File: src/rtl/sd_sector_loader_pkg.sv
// sd_sector_loader_pkg: shared codes, constants and state encodings for the SD sector loader.
// Rev 1.0
`default_nettype none

package sd_sector_loader_pkg;

  localparam logic [1:0] SD_INIT   = 2'd0;
  localparam logic [1:0] SD_TRX    = 2'd1;
  localparam logic [1:0] SD_CS_EN  = 2'd2;
  localparam logic [1:0] SD_CS_DIS = 2'd3;

  localparam logic [7:0] CMD17_OP   = 8'h51;
  localparam logic [7:0] DUMMY_CRC  = 8'h01;
  localparam logic [7:0] DATA_TOKEN = 8'hFE;
  localparam logic [7:0] FILL_BYTE  = 8'hFF;

  localparam logic [2:0] ERR_OK    = 3'd0;
  localparam logic [2:0] ERR_R1    = 3'd1;
  localparam logic [2:0] ERR_R1_TO = 3'd2;
  localparam logic [2:0] ERR_TOKEN = 3'd3;
  localparam logic [2:0] ERR_HS    = 3'd4;

  localparam int SECTOR_BYTES = 512;

  typedef enum logic [1:0] {
    XS_IDLE    = 2'd0,
    XS_WAIT_HI = 2'd1,
    XS_WAIT_LO = 2'd2
  } xfer_state_t;

  typedef enum logic [3:0] {
    ST_IDLE    = 4'd0,
    ST_PRE_DIS = 4'd1,
    ST_PRE_FF  = 4'd2,
    ST_CS_ON   = 4'd3,
    ST_CMD     = 4'd4,
    ST_R1      = 4'd5,
    ST_TOKEN   = 4'd6,
    ST_DATA    = 4'd7,
    ST_CRC     = 4'd8,
    ST_CS_OFF  = 4'd9,
    ST_NEXT    = 4'd10,
    ST_FAIL    = 4'd11,
    ST_DONE    = 4'd12
  } loader_state_t;

  // Byte idx of the six-byte CMD17 frame (block addressing, fixed dummy CRC).
  function automatic logic [7:0] cmd17_byte(input logic [2:0] idx, input logic [31:0] lba);
    logic [7:0] b;
    case (idx)
      3'd0:    b = CMD17_OP;
      3'd1:    b = lba[31:24];
      3'd2:    b = lba[23:16];
      3'd3:    b = lba[15:8];
      3'd4:    b = lba[7:0];
      default: b = DUMMY_CRC;
    endcase
    return b;
  endfunction

endpackage

`default_nettype wire

File: src/rtl/sd_sector_loader_xfer.sv
// sd_byte_xfer: one strobe/busy-edge handshake with the SPI SD controller, with timeout.
// Rev 1.0
`default_nettype none

module sd_byte_xfer
  import sd_sector_loader_pkg::*;
#(
  parameter int HS_TIMEOUT = 1023
) (
  input  logic       clock,
  input  logic       reset_n,
  input  logic       i_req,
  input  logic [1:0] i_cmd,
  input  logic [7:0] i_byte,
  output logic       o_ack,
  output logic [7:0] o_rx,
  output logic       o_timeout,
  output logic [1:0] sd_cmd,
  output logic [7:0] sd_out,
  output logic       sd_signal,
  input  logic [7:0] sd_din,
  input  logic       sd_busy,
  input  logic       sd_timeout
);

  localparam int CW = $clog2(HS_TIMEOUT + 1);

  xfer_state_t   r_state;
  logic [CW-1:0] r_cnt;

  always_ff @(posedge clock) begin
    if (!reset_n) begin
      r_state   <= XS_IDLE;
      r_cnt     <= '0;
      o_ack     <= 1'b0;
      o_rx      <= 8'h00;
      o_timeout <= 1'b0;
      sd_cmd    <= 2'd0;
      sd_out    <= 8'h00;
      sd_signal <= 1'b0;
    end else begin
      sd_signal <= 1'b0;
      o_ack     <= 1'b0;
      case (r_state)
        XS_IDLE: begin
          if (i_req) begin
            sd_cmd    <= i_cmd;
            sd_out    <= i_byte;
            sd_signal <= 1'b1;
            r_cnt     <= '0;
            o_timeout <= 1'b0;
            r_state   <= XS_WAIT_HI;
          end
        end
        XS_WAIT_HI, XS_WAIT_LO: begin
          // A controller timeout or an exhausted cycle budget both end the byte early.
          if (sd_timeout || r_cnt == CW'(HS_TIMEOUT - 1)) begin
            o_ack     <= 1'b1;
            o_timeout <= 1'b1;
            r_state   <= XS_IDLE;
          end else begin
            r_cnt <= r_cnt + 1'b1;
            if (r_state == XS_WAIT_HI && sd_busy) begin
              r_state <= XS_WAIT_LO;
            end else if (r_state == XS_WAIT_LO && !sd_busy) begin
              o_rx    <= sd_din;
              o_ack   <= 1'b1;
              r_state <= XS_IDLE;
            end
          end
        end
        default: r_state <= XS_IDLE;
      endcase
    end
  end

endmodule

`default_nettype wire

File: src/rtl/sd_sector_loader.sv
// sd_sector_loader: reads 512-byte sectors with CMD17 and streams them into the tape store.
// Rev 1.0
`default_nettype none

module sd_sector_loader
  import sd_sector_loader_pkg::*;
#(
  parameter int R1_TRIES    = 8,
  parameter int TOKEN_TRIES = 4096,
  parameter int HS_TIMEOUT  = 1023
) (
  input  logic        clock,
  input  logic        reset_n,
  input  logic        start,
  input  logic [31:0] lba,
  input  logic [7:0]  count,
  input  logic [16:0] dst,
  output logic        busy,
  output logic        done,
  output logic [2:0]  err,
  output logic [1:0]  sd_cmd,
  output logic [7:0]  sd_out,
  output logic        sd_signal,
  input  logic [7:0]  sd_din,
  input  logic        sd_busy,
  input  logic        sd_timeout,
  output logic [16:0] mem_addr,
  output logic [7:0]  mem_data,
  output logic        mem_we
);

  loader_state_t r_state;
  logic [31:0]   r_lba;
  logic [7:0]    r_count;
  logic [16:0]   r_addr;
  logic [9:0]    r_idx;
  logic [15:0]   r_tries;
  logic          r_wait;
  logic          r_req;

  logic          w_ack;
  logic [7:0]    w_rx;
  logic          w_to;
  logic          w_xfer_state;
  logic [1:0]    w_xcmd;
  logic [7:0]    w_xbyte;

  // Every state except IDLE/NEXT/DONE moves exactly one byte or CS command per visit.
  always_comb begin
    w_xfer_state = 1'b1;
    w_xcmd       = SD_TRX;
    w_xbyte      = FILL_BYTE;
    case (r_state)
      ST_PRE_DIS, ST_CS_OFF, ST_FAIL: w_xcmd = SD_CS_DIS;
      ST_CS_ON:                       w_xcmd = SD_CS_EN;
      ST_CMD:                         w_xbyte = cmd17_byte(r_idx[2:0], r_lba);
      ST_IDLE, ST_NEXT, ST_DONE:      w_xfer_state = 1'b0;
      default:                        w_xfer_state = 1'b1;
    endcase
  end

  sd_byte_xfer #(
    .HS_TIMEOUT (HS_TIMEOUT)
  ) u_xfer (
    .clock      (clock),
    .reset_n    (reset_n),
    .i_req      (r_req),
    .i_cmd      (w_xcmd),
    .i_byte     (w_xbyte),
    .o_ack      (w_ack),
    .o_rx       (w_rx),
    .o_timeout  (w_to),
    .sd_cmd     (sd_cmd),
    .sd_out     (sd_out),
    .sd_signal  (sd_signal),
    .sd_din     (sd_din),
    .sd_busy    (sd_busy),
    .sd_timeout (sd_timeout)
  );

  always_ff @(posedge clock) begin
    if (!reset_n) begin
      r_state  <= ST_IDLE;
      r_lba    <= 32'h0;
      r_count  <= 8'h0;
      r_addr   <= 17'h0;
      r_idx    <= 10'h0;
      r_tries  <= 16'h0;
      r_wait   <= 1'b0;
      r_req    <= 1'b0;
      busy     <= 1'b0;
      done     <= 1'b0;
      err      <= ERR_OK;
      mem_addr <= 17'h0;
      mem_data <= 8'h0;
      mem_we   <= 1'b0;
    end else begin
      done   <= 1'b0;
      mem_we <= 1'b0;
      r_req  <= 1'b0;
      if (w_xfer_state && !r_wait) begin
        r_req  <= 1'b1;
        r_wait <= 1'b1;
      end
      if (w_ack) r_wait <= 1'b0;

      case (r_state)
        ST_IDLE: begin
          if (start) begin
            err <= ERR_OK;
            if (count == 8'd0) begin
              done <= 1'b1;
            end else begin
              r_lba   <= lba;
              r_count <= count;
              r_addr  <= dst;
              r_idx   <= 10'd0;
              r_tries <= 16'd0;
              busy    <= 1'b1;
              r_state <= ST_PRE_DIS;
            end
          end
        end
        ST_NEXT: begin
          r_count <= r_count - 8'd1;
          r_lba   <= r_lba + 32'd1;
          r_state <= (r_count == 8'd1) ? ST_DONE : ST_CS_ON;
        end
        ST_DONE: begin
          done    <= 1'b1;
          busy    <= 1'b0;
          r_state <= ST_IDLE;
        end
        default: begin
          if (w_ack) begin
            // A handshake timeout during the closing CS disable keeps the original error.
            if (w_to && r_state != ST_FAIL) begin
              err     <= ERR_HS;
              r_state <= ST_FAIL;
            end else begin
              case (r_state)
                ST_PRE_DIS: r_state <= ST_PRE_FF;
                ST_PRE_FF:  r_state <= ST_CS_ON;
                ST_CS_ON: begin
                  r_idx   <= 10'd0;
                  r_state <= ST_CMD;
                end
                ST_CMD: begin
                  if (r_idx == 10'd5) begin
                    r_idx   <= 10'd0;
                    r_tries <= 16'd0;
                    r_state <= ST_R1;
                  end else begin
                    r_idx <= r_idx + 10'd1;
                  end
                end
                ST_R1: begin
                  if (w_rx == 8'h00) begin
                    r_tries <= 16'd0;
                    r_state <= ST_TOKEN;
                  end else if (w_rx != FILL_BYTE) begin
                    err     <= ERR_R1;
                    r_state <= ST_FAIL;
                  end else if (r_tries == 16'(R1_TRIES - 1)) begin
                    err     <= ERR_R1_TO;
                    r_state <= ST_FAIL;
                  end else begin
                    r_tries <= r_tries + 16'd1;
                  end
                end
                ST_TOKEN: begin
                  if (w_rx == DATA_TOKEN) begin
                    r_idx   <= 10'd0;
                    r_state <= ST_DATA;
                  end else if (w_rx != FILL_BYTE || r_tries == 16'(TOKEN_TRIES - 1)) begin
                    err     <= ERR_TOKEN;
                    r_state <= ST_FAIL;
                  end else begin
                    r_tries <= r_tries + 16'd1;
                  end
                end
                ST_DATA: begin
                  mem_we   <= 1'b1;
                  mem_addr <= r_addr;
                  mem_data <= w_rx;
                  r_addr   <= r_addr + 17'd1;
                  if (r_idx == 10'(SECTOR_BYTES - 1)) begin
                    r_idx   <= 10'd0;
                    r_state <= ST_CRC;
                  end else begin
                    r_idx <= r_idx + 10'd1;
                  end
                end
                ST_CRC: begin
                  if (r_idx == 10'd1) begin
                    r_idx   <= 10'd0;
                    r_state <= ST_CS_OFF;
                  end else begin
                    r_idx <= r_idx + 10'd1;
                  end
                end
                ST_CS_OFF: r_state <= ST_NEXT;
                ST_FAIL:   r_state <= ST_DONE;
                default:   r_state <= ST_IDLE;
              endcase
            end
          end
        end
      endcase
    end
  end

endmodule

`default_nettype wire

File: config.mk
export PLATFORM = sky130hd
export DESIGN_NAME = sd_sector_loader
export DESIGN_NICKNAME = d
export VERILOG_FILES = /design/src/rtl/sd_sector_loader_pkg.sv /design/src/rtl/sd_sector_loader_xfer.sv /design/src/rtl/sd_sector_loader.sv
export SDC_FILE = /design/constraint.sdc
export NUM_CORES = 1
export LEC_CHECK = 0
export ABC_AREA = 1
export BUFFER_PORTS_ARGS = -buffer_cell sky130_fd_sc_hd__buf_4
export CELL_PAD_IN_SITES_DETAIL_PLACEMENT = 1
export CELL_PAD_IN_SITES_GLOBAL_PLACEMENT = 2
export CORE_MARGIN = 2
export CORE_UTILIZATION = 34
export CTS_CLUSTER_DIAMETER = 40
export DETAILED_ROUTE_END_ITERATION = 8
export PLACE_DENSITY = 0.88
export SLEW_MARGIN = 30
export SYNTH_ARGS = -nofsm -noshare
export SYNTH_HDL_FRONTEND = slang
export SYNTH_HIERARCHICAL = 1
export SYNTH_SLANG_ARGS = --single-unit
File: constraint.sdc
create_clock -name clock -period 5 [get_ports clock]
set_clock_uncertainty 0.2 [all_clocks]
set_input_delay 1 -clock clock [delete_from_list [all_inputs] [get_ports clock]]
set_output_delay 1 -clock clock [all_outputs]
set_load 0.02 [all_outputs]
### Word-level counts from Yosys, hierarchy flattened

Index checks and enable logic that the tools add are counted.

* bitwise gates (word level): 7
* equality and inequality tests: 50
* add/subtract/negate cells: 6
* mux-type cells: 86
* reductions and logical operators: 43

Operators by type and width (count)
* 16-bit two-way mux: 10
* 10-bit two-way mux: 10
* 17-bit two-way mux: 5
* 32-bit two-way mux: 2
* 32-bit one-hot mux with 2 select lines: 1
* 4-bit two-way mux: 13
* 10-bit one-hot mux with 5 select lines: 1
* 16-bit one-hot mux with 3 select lines: 1
* 10-bit one-hot mux with 2 select lines: 2
* 4-bit one-hot mux with 10 select lines: 1
* 8-bit one-hot mux with 5 select lines: 1
* 17-bit one-hot mux with 2 select lines: 1
* 32-bit by 1-bit adder with 32-bit output (second input constant): 1
* 16-bit one-hot mux with 2 select lines: 1
* 3-bit two-way mux: 8
* 8-bit two-way mux: 3
* 4-bit inequality test (second input constant): 6
* 10-bit by 1-bit adder with 10-bit output (second input constant): 2
* 4-bit equality test (second input constant): 5
* 17-bit by 1-bit adder with 17-bit output (second input constant): 1
* 16-bit by 1-bit adder with 16-bit output (second input constant): 1
* 16-bit by 12-bit equality test with 1-bit output (second input constant): 1
* 16-bit by 3-bit equality test with 1-bit output (second input constant): 1
* 4-bit by 3-bit equality test with 1-bit output (second input constant): 4
* 51 further kinds: 110

* register bits after elaboration: 153
* logic and storage cells: 214
* output and inout bits: 42
* bits of input ports: 70

### Longest topological paths before layout

Gate-level depths: netlist of run 1.

* word-level depth: 8
* mapped depth: 14
* depth with buffers taken out: 14

### Hierarchy

Netlist of run 1, hierarchy kept.

Modules (own cells, without submodules)
* sd_sector_loader: instances 1, sequential area each 2402.3 um2, cells each 1281, area an instance 7868.8 um2
* sd_byte_xfer: instances 1, sequential area each 660.6 um2, cells each 250, area an instance 1735.4 um2

### Worst setup path before layout of run 1

Ideal clock, no wire load.

* kind: input -> register
* start: input port count[2]
* end: register r_lba[29]
* stages on the path: 11
* data arrival time: 2.082 ns
* path slack: 2.586 ns
* path buffers: 1
* library setup time: 0.132 ns
* data required time: 4.668 ns
* path through: nor2_1 nand2_1 nor2_1 inv_1 nand3_1 nand2_2 inv_2 buf_2 nor2_1 nand2_1 a21oi_1

* longest elaborated chain between the ends: 3

Ends and longest elaborated chain
* start, declared: RTL line sd_sector_loader.sv:16 `input logic [7:0] count,`
* 8-bit zero test: RTL line sd_sector_loader.sv:111 `if (count == 8'd0) begin`
* 2-bit inequality test (no source line)
* 3-bit AND reduction (no source line)
* end signal, assigned: RTL line sd_sector_loader.sv:114 `r_lba <= lba;`
* end signal, assigned: RTL line sd_sector_loader.sv:126 `r_lba <= r_lba + 32'd1;`
* end, declared: RTL line sd_sector_loader.sv:33 `logic [31:0] r_lba;`

No other way between the ends.
A chain may end at the register's enable or synchronous reset.

==> flow_summary.ini, run 1 <==
[outcome]
outcome = completed

[timing]
max_slew_margin = 0.442
setup-violations-final = 0
finalCriticalPeriod_ps = 3110
slew_viol_final = 0
post-route-period-util = 0.623
grt_setup_unrepaired = false
timing.fmax_ghz = 0.321
hold_violations = 0
fin_ws_ps = 1890
fin_hold_ws_ps = 257
fin_setup_tns_ps = 0
tightest_slew_ps = 834

[floorplanning]
die_y_um = 172
core_um2 = 27800
die_w_um = 172
row_count = 61
die-area_um2 = 29600
io_pins = 112
start_util = 0.346

[logic_synthesis]
yosys_warnings = 6
synth_most_common_cell = nand2_1
ys.flop_type = dfxtp_1
synth_edf_count = 0
ys_top_cells_by_count = nand2_1 (375), nor2_1 (202), inv_1 (166)
netlist-cell-type-count = 50
ys_ff_latch = 153
syn-instance-count = 1531
syn_area_um2 = 9600
synth_top_area_cell = dfxtp_1
synth_top_area_frac = 0.319
syn_avg_cell_area_um2 = 6.27
synthTopCellsByArea = dfxtp_1 (32%), nand2_1 (15%), nor2_1 (7.9%)
syn-num-nets = 1616
seq_area_frac_synth = 0.319
async_flop_share = 0

[setup_path]
crit_path_max_incr_delay_ps = 440
cp_top_family = buffers and inverters
reg2reg_slack_ps = 1890
cp.required_ps = 5120
crit_arrival_ps = 3240
path_class = flip-flop to flip-flop
end_kind = flip-flop
ff2ff_path_depth = 10
path_max_fanout = 45
cp.depth = 10
worst-path-buf-inv = 3
setup.worst_path.end = r_lba[7]
worstSetupStartpointType = flip-flop
slowest_stage = buf_4
rr_startpoint = r_state[0]
worstPathCellList = nor2_2 > nand2_1 > buf_4 > inv_2 > nand3_1 > nand2_2 > buf_4 > o21ai_0 > o21ai_0 > a21oi_1
reg2reg_to = r_lba[7]
cp-startpoint = r_state[0]

[drt]
route.detailed.drc = 0
wl_um = 32300
ant_nets = 0
vias_per_cell = 5.12
drtIter0Drc = 406
wl_per_cell_um = 16.1
dr.pass1.iters = 5
vias = 10300

[clock_tree]
post_cts_resized = 0
clock_path_buffers = 2
cts_root_buf = clkbuf_16
cts_hold_buffers = 0
postCtsSetupBuffers = 0
cts-buffers-inserted = 17
cts-htree-levels = 4
clkTransAtPathRegs_ps = 70
cts_tree = yes
clock_sinks = 153
worstSkewPairLatency_ps = 440

[placement]
portBuffers = 111
dp_slack_ps = 1720
hpwl_um = 23500
routabilityCongestion = 0.870
dp_cells = 1971
placed_area_um2 = 10700

[cells_and_area]
drive_above_1_share = 0.129
instances_no_fill = 2003
fin_nets = 1697
syn_to_final_growth_pct = 17.5
design_area_um2 = 11300
antenna_cells = 0
fin_util = 0.406

[power]
total_power_mw = 5.13
p_leak_nw = 4.64
p_per_area_nw_per_um2 = 454
vdd_drop_max_mv = 0.194

[global_route]
grt_max_degree = 66
antenna_found_initial = 0
grt_pass1_vias = 10100
overflow = 0
grt_use_total = 0.221
grt_pass1_wl_um = 52100

[run]
maxCapViolations = 0

[hold_path]
hp-class = flip-flop to flip-flop
[how the worst min path moves through the flow]
stage	cells after the start	slack (ps)	end	startpoint
floorplan	1	190	r_req	r_wait
finish	1	260	r_req	r_wait
global route	1	280	r_req	r_wait
CTS	1	260	r_req	r_wait
detailed placement	1	240	r_req	r_wait
global placement	1	240	r_req	r_wait
[cells in the final DEF (no fill, tap or decap), drive strengths merged, types with 13 or more instances in the layout]
cell    Yosys  routed
a21oi     120     120
buf        30     117
clkbuf     25      19
dfxtp     153     153
ha         15      15
inv       179     186
nand2     384     384
nand3     125     125
nand4      36      36
nor2      221     221
nor3       33      33
o211ai     14      14
o21ai     126     126
xor2       13      13
[area by class of cell]
class                   instances  area [um2]
inverters                     180         676
repair buffers                117         878
flip-flops and latches        153        3060
fillers                      3726       16500
well taps                     378         473
clock inverters                13         180
clock buffers                  19         443
multi-input cells            1143        5570
[logic make-up after synthesis]
logic type	share of synthesized area
adder cells (fa/ha/maj)	0.0195
AO/OA/AOI/OAI	0.171
buffers and inverters	0.101
XOR/XNOR	0.0164
flip-flops	0.319
AND/OR/NAND/NOR	0.373
[registers in the layout, summed over array words and instances (netlist names), 8 cells and up]
name	cells
r_lba	32
mem_addr	17
r_addr	17
r_tries	16
r_idx	10
u_xfer/r_cnt	10
mem_data	8
r_count	8
u_xfer/o_rx	8
u_xfer/sd_out	8
[where the power goes]
group	leakage, nW	internal [mW]	switching (mW)
Combinational	3.09	0.614	1.37
Clock	0.305	0.816	0.605
Sequential	1.25	1.45	0.272
Total	4.64	2.88	2.25
[metal layers]
| metal | vias up | track usage | share of wire | wire length, um |
|---|---|---|---|---|
| li1 | 5189 | - | - | - |
| met1 | 4906 | 0.290 | 0.48 | 15400 |
| met2 | 143 | 0.385 | 0.48 | 15600 |
| met3 | 25 | 0.0325 | 0.031 | 1010 |
| met4 | 0 | 0.0453 | 0.011 | 345 |
| met5 | - | 0 | 0 | 0 |
Note: power is estimated with default switching activity, not from simulation.
==> run 2: changes to the inputs <==
- CORE_UTILIZATION: 34 -> 32
- PLACE_DENSITY: 0.88 -> 0.84
- clock period: 5 -> 3 ns (I/O delays scaled with it)
==> flow_summary.ini, run 2 (synthesized netlist as in run 1, its figures left out) <==
[outcome]
outcome = completed

[cells_and_area]
syn_to_final_growth_pct = 18.4
final_common_cell = nand2_1
registers.top_by_ff_count = r_lba
antenna_cells = 0
fin_nets = 1711
largest_reg_flops = 32
design_area_um2 = 11400
final_cell_mix = nand2_1 (375), nor2_1 (202), inv_1 (166), dfxtp_1 (153), buf_4 (130)
top_regs = r_lba: 32 flops, mem_addr: 17 flops, r_addr: 17 flops
drive_above_1_share = 0.136
fillCellCount = 3941

[floorplanning]
core_um2 = 29600
start_util = 0.325
die_w_um = 177
io_pins = 112
die-area_um2 = 31400
die_y_um = 177
row_count = 63

[run]
maxCapViolations = 0

[timing]
slew_viol_final = 0
fin_setup_tns_ps = 0
tightest_slew_ps = 779
timing.fmax_ghz = 0.395
hold_violations = 0
max_slew_margin = 0.476
grt_setup_unrepaired = false
finalCriticalPeriod_ps = 2530
setup-violations-final = 0
post-route-period-util = 0.844

[clock_tree]
clkTransAtPathRegs_ps = 70
clock_sinks = 153
clock_path_buffers = 2
worstSkewPairLatency_ps = 440
cts_root_buf = clkbuf_16
cts-buffers-inserted = 17
cts_hold_buffers = 0
postCtsSetupBuffers = 0
cts-htree-levels = 4
post_cts_resized = 0
cts_tree = yes

[setup_path]
path_class = flip-flop to flip-flop
end_kind = flip-flop
crit_arrival_ps = 2660
worstSetupStartpointType = flip-flop
path_max_fanout = 25
cp.required_ps = 3130

[power]
p_comb_frac = 0.396
p_per_area_nw_per_um2 = 740
p_seq_frac = 0.340
total_power_mw = 8.41
vdd_drop_max_mv = 0.442
power.switching_mw = 3.68
power.internal_mw = 4.73
p_leak_nw = 4.69
p_sw_frac = 0.438
pwr-share-clk = 0.264

[hold_path]
hp-class = input pin to flip-flop

[drt]
wl_per_cell_um = 16.0
wl_um = 32400
vias_per_cell = 5.06
vias = 10300
route.detailed.drc = 0
drtIter0Drc = 443
dr.pass1.iters = 5
ant_nets = 0

[global_route]
grt_pass1_vias = 10400
grt_use_total = 0.210
overflow = 0
grt_pass1_wl_um = 52800
antenna_found_initial = 0
grt_max_degree = 56

[placement]
routabilityCongestion = 0.856
hpwl_um = 24300
placed_area_um2 = 10800
portBuffers = 111
==> run 2: through the flow <==
step                      hold WS (ps)   util  instances  setup slack [ps]
after detailed placement           215  0.365       1997               356
final                              184  0.385       2027               468
after global placement             226  0.365       1997               475
after CTS                          169  0.385       2027               484
after floorplan                    193      -       1531               892
after global routing               194  0.385       2027               217
==> run 2: power groups by stage <==
stage,Combinational (mW),Sequential [mW],Clock (mW)
3_3_place_gp,3.26,2.89,0
4_1_cts,3.35,2.86,2.27
2_1_floorplan,2.44,2.82,0
5_1_grt,3.77,2.92,2.36
3_5_place_dp,3.33,2.90,0
6_report,3.33,2.86,2.22
==> run 2: layer usage <==
layer | track usage | vias to the layer above | wire length [um]
met5 | 0 | - | 0
met4 | 0.0572 | 0 | 488
met3 | 0.0299 | 30 | 1070
met2 | 0.358 | 131 | 15300
met1 | 0.277 | 4885 | 15600
li1 | - | 5204 | -
==> run 2: path summary, 6_finish.rpt <==
check	start	to	slack (ps)	cells past startpoint
min	sd_din[6]	u_xfer/o_rx[6]	180	3
min reg2reg	r_wait	r_req	240	1
max	r_state[0]	r_addr[0]	470	9
max reg2reg	r_state[0]	r_addr[0]	470	9
==> run 2: final cells by class <==
cell class | instances | area (um2) | area share
clock buffers | 18 | 439 | 0.0386
repair buffers | 131 | 996 | 0.0876
multi-input cells | 1143 | 5570 | 0.490
clock inverters | 12 | 141 | 0.0124
flip-flops and latches | 153 | 3060 | 0.269
well taps | 390 | 488 | 0.0429
inverters | 180 | 676 | 0.0594
==> run 2: worst max-delay path, stage by stage (launching register included) <==
cell,delay (ps)
dfxtp_1,420
nand2_1,160
inv_1,140
nand2_1,60
nand2_1,120
nand3_4,150
a21oi_4,570
inv_1,300
a211oi_1,230
nor2_1,60
